`config.mk`:
```
export PLATFORM = sky130hd
export DESIGN_NAME = clk_div_gen
export DESIGN_NICKNAME = d
export VERILOG_FILES = /design/src/rtl/clk_div_pkg.sv /design/src/rtl/clk_div_channel.sv /design/src/rtl/clk_div_gen.sv
export SDC_FILE = /design/constraint.sdc
export NUM_CORES = 1
export LEC_CHECK = 0
export CAP_MARGIN = 40
export CORE_MARGIN = 2
export CORE_UTILIZATION = 50
export DETAILED_ROUTE_END_ITERATION = 6
export PLACE_DENSITY = 0.7
export RECOVER_POWER = 25
export SLEW_MARGIN = 5
export SYNTH_ARGS = -nofsm -noshare
export SYNTH_HDL_FRONTEND = slang
export SYNTH_HIERARCHICAL = 1
export SYNTH_SLANG_ARGS = --single-unit
```
`constraint.sdc`:
```
create_clock -name clk -period 2.3 [get_ports clk]
set_input_delay 0.575 -clock clk [delete_from_list [all_inputs] [get_ports clk]]
set_output_delay 0.575 -clock clk [all_outputs]
set_load 0.01 [all_outputs]
```
`src/rtl/clk_div_pkg.sv`:
```
// clk_div_pkg: shared constants for the board clock divider.
// Half-period values are derived from the 100 MHz board clock.
package clk_div_pkg;

  localparam int unsigned BOARD_HZ = 100_000_000;
  localparam int unsigned TICK_HZ_DEF = 10_000;
  localparam int unsigned CNT_W_DEF = 16;
  localparam int unsigned DEFAULT_HALF_DEF =
    BOARD_HZ / (2 * TICK_HZ_DEF) - 1;

endpackage

```
`src/rtl/clk_div_channel.sv`:
```
// clk_div_channel: one divider channel with glitch-free divisor reload.
// A new divisor is only switched in while cnt returns to zero.
module clk_div_channel #(
  parameter int CNT_W        = 16,
  parameter int DEFAULT_HALF = 4999
) (
  input  logic             clk,
  input  logic             rst,
  input  logic             en,
  input  logic             restart,
  input  logic             load,
  input  logic [CNT_W-1:0] div_half,
  output logic             clk_out,
  output logic             tick,
  output logic             pending
);

  localparam logic [CNT_W-1:0] RST_HALF = CNT_W'(DEFAULT_HALF);
  localparam logic [CNT_W-1:0] ONE = CNT_W'(1);

  logic [CNT_W-1:0] cnt;
  logic [CNT_W-1:0] half_act;
  logic [CNT_W-1:0] half_pend;
  logic             term;
  logic             apply;

  always_comb begin
    term  = (cnt == half_act);
    apply = pending && (restart || (en && term));
  end

  always_ff @(posedge clk or posedge rst) begin
    if (rst) begin
      cnt      <= '0;
      clk_out  <= 1'b0;
      tick     <= 1'b0;
      half_act <= RST_HALF;
    end else begin
      tick <= 1'b0;
      if (restart) begin
        cnt     <= '0;
        clk_out <= 1'b0;
      end else if (en) begin
        if (term) begin
          cnt     <= '0;
          clk_out <= ~clk_out;
          tick    <= ~clk_out;
        end else begin
          cnt <= cnt + ONE;
        end
      end
      if (apply) half_act <= half_pend;
    end
  end

  // a load on the applying edge wins, so it stays pending
  always_ff @(posedge clk or posedge rst) begin
    if (rst) begin
      pending   <= 1'b0;
      half_pend <= RST_HALF;
    end else if (load) begin
      pending   <= 1'b1;
      half_pend <= div_half;
    end else if (apply) begin
      pending <= 1'b0;
    end
  end

endmodule

```
`src/rtl/clk_div_gen.sv`:
```
// clk_div_gen: NUM_CH independent clock dividers with tick outputs.
// Channels share only clk, rst, en and restart.
module clk_div_gen
  import clk_div_pkg::*;
#(
  parameter int NUM_CH       = 2,
  parameter int CNT_W        = CNT_W_DEF,
  parameter int DEFAULT_HALF = DEFAULT_HALF_DEF
) (
  input  logic                    clk,
  input  logic                    rst,
  input  logic                    en,
  input  logic                    restart,
  input  logic [NUM_CH*CNT_W-1:0] div_half,
  input  logic [NUM_CH-1:0]       load,
  output logic [NUM_CH-1:0]       clk_out,
  output logic [NUM_CH-1:0]       tick,
  output logic [NUM_CH-1:0]       pending
);

  for (genvar i = 0; i < NUM_CH; i++) begin : g_ch
    clk_div_channel #(
      .CNT_W        (CNT_W),
      .DEFAULT_HALF (DEFAULT_HALF)
    ) u_ch (
      .clk      (clk),
      .rst      (rst),
      .en       (en),
      .restart  (restart),
      .load     (load[i]),
      .div_half (div_half[i*CNT_W +: CNT_W]),
      .clk_out  (clk_out[i]),
      .tick     (tick[i]),
      .pending  (pending[i])
    );
  end

endmodule

```
-- After elaboration in Yosys (flattened, before gate mapping)
Index checks and enable logic that the tools add are counted.
- register bits: 102
- latch bits: 0
- memory bits (writable): 0
- ROM bits: 0
- input port bits: 38
- memories kept: 0
- $add $sub $neg: 2
- $mul: 0
- divide/modulo/power cells: 0
- order comparisons: 0
- equal/unequal tests: 2
- shift operators: 0
- muxes and demuxes: 22
- bitwise logic cells: 2
- reductions and logical operators: 13
- operators with widths (cell ; count):
    $mux 16 ; 6
    $add 16x1->16 const B ; 2
    $eq 16x16->1 ; 2
    $mux 1 ; 16
    $reduce_bool 2->1 ; 5
    $logic_and 1x1->1 ; 4
    $reduce_and 2->1 ; 2
    $logic_or 1x1->1 ; 2
    $not 1->1 ; 2

-- Logic depth before layout (Yosys ltp)
- depth after elaboration: 6
- depth in mapped cells: 8
- mapped depth without buffers: 6

-- Hierarchy
Netlist, hierarchy kept.
- modules (own cells, without submodules) (module ; instances ; cells each ; area an instance (sq um) ; sequential area each (sq um)):
    clk_div_channel ; 2 ; 239 ; 2687.6 ; 1293.7

-- Worst setup path after synthesis
No wires, ideal clock.
- path kind: input port to flip-flop
- start: input load[0]
- end: register g_ch[0].u_ch.half_pend[3]
- data arrival time: 1.552 ns
- required time: 2.175 ns
- slack: 0.623 ns
- cell stages on the path: 3
- buffers on the path: 2
- path through: clkbuf_1 -> buf_1 -> mux2_2
- RTL lines (what ; RTL line ; RTL):
    start, declared ; clk_div_gen.sv:15 ; input logic [NUM_CH-1:0] load,
    end signal, assigned ; clk_div_channel.sv:63 ; half_pend <= div_half;
    end, declared ; clk_div_channel.sv:23 ; logic [CNT_W-1:0] half_pend;
No word-level cell between the ends.

-- Final worst setup path
- start: register g_ch[0].u_ch.pending
- end: output pending[0]
- RTL lines (what ; RTL line ; RTL):
    start, declared ; clk_div_channel.sv:15 ; output logic pending
    start signal, assigned ; clk_div_channel.sv:59 ; pending <= 1'b0;
    start signal, assigned ; clk_div_channel.sv:62 ; pending <= 1'b1;
    start signal, assigned ; clk_div_channel.sv:65 ; pending <= 1'b0;
    end, declared ; clk_div_gen.sv:18 ; output logic [NUM_CH-1:0] pending
No word-level cell between the ends.

==> qor.yml <==
status:
  status: "finished, final reports clean"
die:
  ioPinCount: 44
  rows: 37
  die_area_um2: 11600
  fp.dieW_um: 108
  initial_core_util_pct: 51.8
  dieHeight_um: 108
  coreArea_um2: 10400
global_routing:
  grt_antenna_before_repair: 0
  first_global_vias: 3813
  overflow: 0
  grt_start_max_net_pins: 35
  track_usage_pct: 22.1
  grt_pass1_wl_um: 19800
cells_and_area:
  stdcell_area_um2: 6320
  drive_gt1_share_pct: 28.1
  diodes: 0
  fin_util_pct: 60.9
  area_delta_synth_final_pct: 17.5
  num-fill-cells: 854
  fin_nets: 576
clock_tree:
  worstSkewPairLatency_ps: 390
  cts_tree: "yes"
  root_buffer: "clkbuf_8"
  clock-sinks: 102
  numCtsBuffers: 9
  ctsResizeCount: 0
  holdBufCountCts: 0
  postCtsSetupBuffers: 0
  cts.path.max_buffers: 2
  cts.clk_slew.worst_paths_ps: 100
  htree_levels: 3
logic_synthesis:
  ys_types: 37
  synth_cells: 478
  syn_area_um2: 5380
  ys.warnings.count: 6
  synth_nets: 518
  yosysSeqAreaShare_pct: 48.1
  ys.flop_type: "dfrtp_1"
  synth_area_per_cell_um2: 11.2
  synth_edf_count: 0
  ys_ff_latch: 102
  synthArstFlopShare_pct: 100
drt:
  ant_nets: 0
  routed_wl_um: 11600
  firstDrtPassIters: 4
  vias_per_cell: 5.68
  drt_first_iter_violations: 186
  vias: 3847
  post_drt_wl_per_cell_um: 17.2
  drc: 0
timing:
  setup_viol: 0
  period_needed_ps: 1960
  final_max_slew_viol_count: 0
  tightestPinTransition_ps: 991
  clock.fmax_mhz: 511
  period_share_pct: 85.1
  finClkSkew_ps: 7.74
  fin_setup_tns_ps: 0
  rsz0062_at_grt: "no"
  finalHoldViolations: 0
  relSlewSlack_pct: 33.8
worst_setup_path:
  cp_top_family: "buffers and inverters"
  critPathLaunchType: "register"
  cp_slowest_cell: "clkdlybuf4s50_1"
  crit_chain: "clkdlybuf4s50_1"
  cp_max_fo: 4
  end_kind: "output pin"
  path_class: "register to output pin"
  max_stage_delay_ps: 560
  cp_num_buf_inv: 1
  required_ps: 1730
  crit_arrival_ps: 1380
placement:
  gp_congestion: 0.873
  dp_hpwl_um: 8150
  placed_cell_area_um2: 6120
  io_buffers: 43
pwr:
  vdd_ir_drop_max_v: 0.000452
  p_per_area_nw_per_um2: 647
  p_leak_nw: 2.65
min_path:
  hold_class: "register to register"
run:
  maxCapViolCount: 0
cell type report:
cell class	instances	area [µm²]	share of cell area, %
timing repair buffer	75	733	11.6
inverter	10	37.5	0.594
multi-input combinational	338	2590	41.0
sequential	102	2590	41.0
clock buffer	12	176	2.79
tap	136	170	2.69
clock inverter	4	25.0	0.396
path summary, 6_finish.rpt:
check                      cells past startpoint  slack, ps                  endpoint                       from
max                                            1        340                pending[0]       g_ch[0].u_ch/pending
min                                            2        510  g_ch[0].u_ch/half_act[8]  g_ch[0].u_ch/half_pend[8]
max reg2reg                                    6        360  g_ch[1].u_ch/half_act[6]        g_ch[1].u_ch/cnt[4]
min reg2reg                                    2        510  g_ch[0].u_ch/half_act[8]  g_ch[0].u_ch/half_pend[8]
max in group asynchronous                      3        730       g_ch[0].u_ch/cnt[4]                        rst
min in group asynchronous                      2        770         g_ch[1].u_ch/tick                        rst
cells by family (layout without fill, tap and decap cells):
group / Yosys count / after routing / share of synthesized area [%]
simple gates: 162 / 162 / 16.6
flops: 102 / 102 / 48.1
compound gates: 82 / 82 / 14.5
xor+xnor: 58 / 58 / 9.45
buf+inv: 38 / 101 / 3.72
mux: 34 / 34 / 7.08
fa+ha+maj: 2 / 2 / 0.465
report_power, final:
part	switching [mW]	total, mW	internal, mW
Clock	0.621	1.14	0.518
Sequential	0.214	2.25	2.03
Combinational	0.322	0.703	0.380
Total	1.16	4.09	2.93
layout by cell type, fill, tap and decap left out, drive strengths merged, types with 16 or more instances in the layout:
cell / Yosys / routed
a22oi: 34 / 34
nand2: 46 / 46
nand3b: 34 / 34
nor2: 42 / 42
clkdlybuf4s50: 0 / 42
dfrtp: 74 / 74
xnor2: 16 / 16
mux2: 32 / 32
o211ai: 32 / 32
dfstp: 28 / 28
buf: 14 / 32
xor2: 42 / 42
state kept, by name, indices dropped and copies added, names as in the netlist:
signal,count
g_ch.u_ch/cnt,32
g_ch.u_ch/half_act,32
g_ch.u_ch/half_pend,32
g_ch.u_ch/clk_out,2
g_ch.u_ch/pending,2
g_ch.u_ch/tick,2
cell usage after synthesis, types with 10 or more instances:
library cell | number | area share (%)
a22oi_1 | 32 | 4.5
clkbuf_1 | 14 | 0.98
dfrtp_1 | 74 | 34
dfstp_2 | 28 | 14
inv_1 | 10 | 0.70
mux2_2 | 32 | 6.7
nand2_1 | 46 | 3.2
nand3b_1 | 28 | 3.9
nor2_1 | 42 | 2.9
o211ai_2 | 32 | 7.4
xnor2_1 | 16 | 2.6
xor2_1 | 42 | 6.8
through the flow:
stage                     setup WS (ps)  power [mW]  hold WS [ps]  std cells
final                               343        4.09           513        677
after global routing                228        4.32           532        677
after CTS                           327        4.13           514        677
after detailed placement           75.5        2.98           501        661
after global placement              112        2.94           487        661
after floorplan                     519        2.69           487        478
routing by layer:
| metal | share of wire [%] | GRT usage, % | up-vias |
|---|---|---|---|
| met1 | 50 | 34.3 | 1923 |
| met4 | 1.4 | 6.96 | 0 |
| li1 | - | - | 1823 |
| met3 | 4.8 | 4.90 | 14 |
| met2 | 44 | 30.5 | 87 |
| met5 | 0 | 0 | - |
Note: power is estimated with default switching activity, not from simulation.
